[config.mk]
export PLATFORM = sky130hd
export DESIGN_NAME = fp_normaliser_pipe
export DESIGN_NICKNAME = d
export VERILOG_FILES = /design/src/rtl/fp_normaliser_pipe.sv
export SDC_FILE = /design/constraint.sdc
export NUM_CORES = 1
export LEC_CHECK = 0
export CORE_ASPECT_RATIO = 1.5
export CORE_UTILIZATION = 55
export CTS_CLUSTER_DIAMETER = 150
export DETAILED_ROUTE_END_ITERATION = 12
export GPL_TIMING_DRIVEN = 0
export HOLD_SLACK_MARGIN = 0.15
export PLACE_DENSITY = 0.81
export SLEW_MARGIN = 20
export SYNTH_ARGS = -nofsm -noshare
export SYNTH_HDL_FRONTEND = slang
export SYNTH_SLANG_ARGS = --single-unit
[constraint.sdc]
create_clock -name clk -period 3.6 [get_ports clk]
set_clock_uncertainty 0.05 [all_clocks]
set_input_delay 0.9 -clock clk [delete_from_list [all_inputs] [get_ports clk]]
set_output_delay 0.9 -clock clk [all_outputs]
set_load 0.1 [all_outputs]
[src/rtl/fp_normaliser_pipe.sv]
// Two-stage floating-point normaliser with valid/ready handshakes at both ends.
// Optional macro NORM_STICKY_EN keeps the bit lost on the carry right shift as a sticky LSB.
module fp_normaliser_pipe #(
    parameter int EXP_W = 8,
    parameter int MAN_W = 25
) (
    input  logic             clk,
    input  logic             rst,
    input  logic             in_valid,
    output logic             in_ready,
    input  logic [EXP_W-1:0] input_e,
    input  logic [MAN_W-1:0] input_m,
    output logic             out_valid,
    input  logic             out_ready,
    output logic [EXP_W-1:0] output_e,
    output logic [MAN_W-1:0] output_m,
    output logic [2:0]       flags
);

    localparam int LZ_W = $clog2(MAN_W);
    localparam int CMP_W = EXP_W + LZ_W;
    localparam logic [EXP_W-1:0] EXP_LIMIT = {{(EXP_W-1){1'b1}}, 1'b0};

    logic             s1Load, s2Load;
    logic [LZ_W-1:0]  inLz;

    logic             s1Valid_q, s1Valid_d;
    logic [LZ_W-1:0]  s1Lz_q, s1Lz_d;
    logic             s1Carry_q, s1Carry_d;
    logic             s1Zero_q, s1Zero_d;
    logic [EXP_W-1:0] s1Exp_q, s1Exp_d;
    logic [MAN_W-1:0] s1Man_q, s1Man_d;

    logic             outValid_q, outValid_d;
    logic [EXP_W-1:0] outExp_q, outExp_d;
    logic [MAN_W-1:0] outMan_q, outMan_d;
    logic [2:0]       flags_q, flags_d;

    logic [EXP_W-1:0] resExp;
    logic [MAN_W-1:0] resMan, rightMan, leftMan;
    logic [2:0]       resFlags;
    logic [CMP_W-1:0] lowExp;

    assign s2Load   = !outValid_q || out_ready;
    assign s1Load   = !s1Valid_q || s2Load;
    assign in_ready = s1Load;

    // Leading zeros below the carry bit; the highest set bit wins.
    always_comb begin
        inLz = LZ_W'(MAN_W - 1);
        for (int i = 0; i < MAN_W - 1; i++) begin
            if (input_m[i]) begin
                inLz = LZ_W'(MAN_W - 2 - i);
            end
        end
    end

    always_comb begin
        s1Valid_d = s1Valid_q;
        s1Lz_d    = s1Lz_q;
        s1Carry_d = s1Carry_q;
        s1Zero_d  = s1Zero_q;
        s1Exp_d   = s1Exp_q;
        s1Man_d   = s1Man_q;
        if (s1Load) begin
            s1Valid_d = in_valid;
            s1Lz_d    = inLz;
            s1Carry_d = input_m[MAN_W-1];
            s1Zero_d  = (input_m == '0);
            s1Exp_d   = input_e;
            s1Man_d   = input_m;
        end
    end

    always_ff @(posedge clk) begin
        if (rst) begin
            s1Valid_q <= 1'b0;
            s1Lz_q    <= '0;
            s1Carry_q <= 1'b0;
            s1Zero_q  <= 1'b0;
            s1Exp_q   <= '0;
            s1Man_q   <= '0;
        end else begin
            s1Valid_q <= s1Valid_d;
            s1Lz_q    <= s1Lz_d;
            s1Carry_q <= s1Carry_d;
            s1Zero_q  <= s1Zero_d;
            s1Exp_q   <= s1Exp_d;
            s1Man_q   <= s1Man_d;
        end
    end

    // Zero beats underflow beats normal; overflow only arises on the carry path.
    always_comb begin
        rightMan = s1Man_q >> 1;
`ifdef NORM_STICKY_EN
        rightMan[0] = rightMan[0] | s1Man_q[0];
`endif
        leftMan  = s1Man_q << s1Lz_q;
        lowExp   = CMP_W'(s1Exp_q) - CMP_W'(s1Lz_q);
        resExp   = s1Exp_q;
        resMan   = s1Man_q;
        resFlags = 3'b000;
        if (s1Zero_q) begin
            resExp   = '0;
            resMan   = '0;
            resFlags = 3'b001;
        end else if (s1Carry_q) begin
            if (s1Exp_q >= EXP_LIMIT) begin
                resExp   = '1;
                resMan   = '0;
                resFlags = 3'b100;
            end else begin
                resExp = s1Exp_q + EXP_W'(1);
                resMan = rightMan;
            end
        end else if (CMP_W'(s1Lz_q) >= CMP_W'(s1Exp_q)) begin
            resExp   = '0;
            resMan   = '0;
            resFlags = 3'b010;
        end else begin
            resExp = lowExp[EXP_W-1:0];
            resMan = leftMan;
        end
    end

    always_comb begin
        outValid_d = outValid_q;
        outExp_d   = outExp_q;
        outMan_d   = outMan_q;
        flags_d    = flags_q;
        if (s2Load) begin
            outValid_d = s1Valid_q;
            if (s1Valid_q) begin
                outExp_d = resExp;
                outMan_d = resMan;
                flags_d  = resFlags;
            end
        end
    end

    always_ff @(posedge clk) begin
        if (rst) begin
            outValid_q <= 1'b0;
            outExp_q   <= '0;
            outMan_q   <= '0;
            flags_q    <= 3'b000;
        end else begin
            outValid_q <= outValid_d;
            outExp_q   <= outExp_d;
            outMan_q   <= outMan_d;
            flags_q    <= flags_d;
        end
    end

    assign out_valid = outValid_q;
    assign output_e  = outExp_q;
    assign output_m  = outMan_q;
    assign flags     = flags_q;

endmodule

==> impl_results.md <==
- Status: completed
- Clk sinks: 77
- Area grow syn2layout: 24.0%
- CP max stage delay: 0.59 ns
- Worst-Skew Late Latency: 0.34 ns
- Leak: 2.20 nW
- Starting DRC count in detailed routing: 616
- Post-CTS setup buffers: 0
- Initial antenna violation count: 0
- Synth unique cells: 69
- Most frequent cells in the layout: 104 x nand2_1, 83 x a21oi_1, 77 x dfxtp_1
- Worst-Margin Slew: 0.984 ns
- Residual DRC count: 0
- CP endpoint kind: flop
- Wire per inst: 22.4 um
- Total track usage: 0.408
- CP top delay family: compound AO/OA/AOI/OAI gates
- Nets: 748
- Post-placement setup slack: -0.845 ns
- Final Worst Setup Slack: 0.222 ns
- Crit path max fanout: 10
- Synth warn: 0
- Filler Cell Count: 731
- Drt first pass iters: 6
- Final period util: 0.938
- Synthesized area per cell: 8.04 um^2
- Hold Path Class: flop to flop
- Worst Path Buf+Inv: 3
- P per Cell Area: 411 nW/um^2
- Dominant cell type by area after synthesis: dfxtp_1
- Layout cell share with drive strength beyond 1: 0.0862
- Critical path's most frequent cell: a211oi_1
- Die H: 119 um
- Worst Path Arrival: 3.53 ns
- Async SR Flop Fraction: 0
- RSZ-0062 raised after global routing: no
- Max_cap viols: 0
- Commonest non-fill, non-tap cell in the layout: nand2_1
- VDD IR-drop max: 0.000381 V
- Slowest cell on the critical path: a211oi_1
- Hold Violations, Final: 0
- Starting Density: 0.565
- Clock Tree Root: clkbuf_16
- Largest net degree at the start of global routing: 13
- Sequential-to-total area share from yosys stat: 0.309
- Post-synth EDFFs: 0
- Diodes inserted: 0
- Post-DP HPWL: 13,700 um
- Crit start category: flop
- Worst Path Class, Setup: flop to flop
- Core footprint: 8830 um^2
- GR Overflow Total: 0
- Bufs on Longest Clock Path: 2
- Tmin final: 3.38 ns
- Via density: 6.62
- Port Buf Inserts: 73
- Final setup fails: 0
- Achievable Freq: 296 MHz
- Post-CTS sizing: 7
- Synth area leaders: dfxtp_1 31%, a21oi_1 8.3%, nand2_1 7.8%, mux2i_1 6.0%, mux4_2 5.4%
- Post-Syn Nets: 665
- H-tree depth: 3
- DR vias: 5,418
- Cells after Synth: 620
- Seq cells post-synth: 77
- TritonCTS buffer count: 9
- # rows: 42
- Post-synth top area share: 0.309
- GPL Wtd Cong: 1.01
- CTS Hold Bufs: 0
- Routed Antenna Nets: 0
- Die area: 9460 um^2
- Worst slew margin: 0.342
- Final wirelength: 18,300 um
- Area of the mapped netlist: 4980 um^2
- Vias in the first global route: 5,290
- Tot Pwr: 0.00254 W
- Post-synth top flop: dfxtp_1
- Critical Path RT: 3.75 ns
- Worst-path clk slew: 0.06 ns
- CP cell instances: clkbuf_1 -> clkbuf_2 -> inv_1 -> ha_1 -> a211oi_1 -> o21ai_0 -> a211oi_1 -> nor3_1 -> o21ai_1 -> a21oi_1
- I/O Pins: 75
- First-pass GRT wire length: 28,900 um
- Final slew viol count: 0
- TritonCTS clock tree: yes
- Die extent in x: 79.7 um
worst paths after layout:
| check | from | end | slack, ns | cells past startpoint |
|---|---|---|---|---|
| max | s1Lz_q[2]$_SDFFE_PP0P_ | output_m[17]$_SDFFE_PP0P_ | 0.22 | 10 |
| min | output_e[4]$_SDFFE_PP0P_ | output_e[4]$_SDFFE_PP0P_ | 0.41 | 2 |
| max reg2reg | s1Lz_q[2]$_SDFFE_PP0P_ | output_m[17]$_SDFFE_PP0P_ | 0.22 | 10 |
| min reg2reg | output_e[4]$_SDFFE_PP0P_ | output_e[4]$_SDFFE_PP0P_ | 0.41 | 2 |
cell families (layout without fill, tap and decap cells):
| logic type | count (synthesis) | after routing | synth area share |
|---|---|---|---|
| buffers and inverters | 61 | 149 | 0.0612 |
| AO/OA/AOI/OAI | 197 | 197 | 0.247 |
| flip-flops | 77 | 77 | 0.309 |
| multiplexers | 56 | 56 | 0.158 |
| AND/OR/NAND/NOR | 214 | 214 | 0.191 |
| XOR/XNOR | 7 | 7 | 0.0123 |
| adder cells (fa/ha/maj) | 8 | 8 | 0.0216 |
power by group:
| part | internal, W | leakage, nW | switching, W |
|---|---|---|---|
| clock | 0.000646 | 0.156 | 0.000352 |
| sequential | 0.000893 | 0.632 | 0.0000607 |
| combinational | 0.000212 | 1.42 | 0.000375 |
per-stage QoR:
step / instances / hold slack [ns] / setup TNS [ns] / cell area (um^2) / util
6_report: 818 / 0.407 / 0 / 6180 / 0.700
5_1_grt: 818 / 0.432 / 0 / 6180 / 0.700
4_1_cts: 819 / 0.408 / 0 / 6180 / 0.700
3_5_place_dp: 803 / 0.395 / -0.845 / 5850 / 0.663
3_3_place_gp: 803 / 0.393 / -0.840 / 5850 / 0.663
2_1_floorplan: 620 / 0.391 / 0 / 4980 / -
cells in the mapped netlist, types with 2 or more instances:
| cell | count |
|---|---|
| nand2_1 | 104 |
| a21oi_1 | 83 |
| dfxtp_1 | 77 |
| nor2_1 | 51 |
| mux2i_1 | 30 |
| o21ai_0 | 26 |
| clkbuf_1 | 23 |
| a22oi_1 | 19 |
| nor3_1 | 13 |
| mux4_2 | 12 |
| nand3_1 | 12 |
| a211oi_1 | 10 |
| inv_1 | 10 |
| mux2_2 | 9 |
| buf_1 | 8 |
| buf_2 | 8 |
| o22ai_1 | 8 |
| ha_1 | 7 |
| o21ai_1 | 7 |
| a22o_1 | 6 |
| xnor2_1 | 6 |
| nor2b_1 | 5 |
| or4_1 | 5 |
| buf_6 | 4 |
| mux4_1 | 4 |
| nand3b_1 | 4 |
| nor4_1 | 4 |
| o211ai_1 | 4 |
| or3_1 | 4 |
| nand2b_1 | 3 |
| o21a_1 | 3 |
| o22a_1 | 3 |
| o31a_1 | 3 |
| o31ai_1 | 3 |
| o32ai_1 | 3 |
| a211o_1 | 2 |
| a32oi_1 | 2 |
| and4_1 | 2 |
| buf_4 | 2 |
| inv_2 | 2 |
sequential cells by signal, summed over array words and instances, names as in the netlist:
name / count
output_m: 25
s1Man_q: 24
output_e: 8
s1Exp_q: 8
s1Lz_q: 5
flags: 3
out_valid: 1
s1Carry_q: 1
s1Valid_q: 1
s1Zero_q: 1
tightest hold or removal path: stages (launching register included):
cell     delay, ns
dfxtp_1       0.32
nand2_1       0.05
o21ai_0       0.06
area by class of cell:
cell class | instances | area (um^2) | area share
multi-input cells | 482 | 3140 | 0.508
flip-flops and latches | 77 | 1540 | 0.249
repair buffers | 73 | 732 | 0.118
clock buffers | 13 | 260 | 0.0421
plain buffers | 47 | 254 | 0.0411
well taps | 110 | 138 | 0.0223
clock inverters | 3 | 67.6 | 0.0109
inverters | 13 | 48.8 | 0.00790
per-layer routing:
layer,track usage,routed length [um],up-vias
met5,0,0,-
met4,0.256,1180,0
li1,-,-,2440
met2,0.663,9020,361
met1,0.480,6660,2536
met3,0.0834,1480,81
Power figures use the tool's default switching activity.
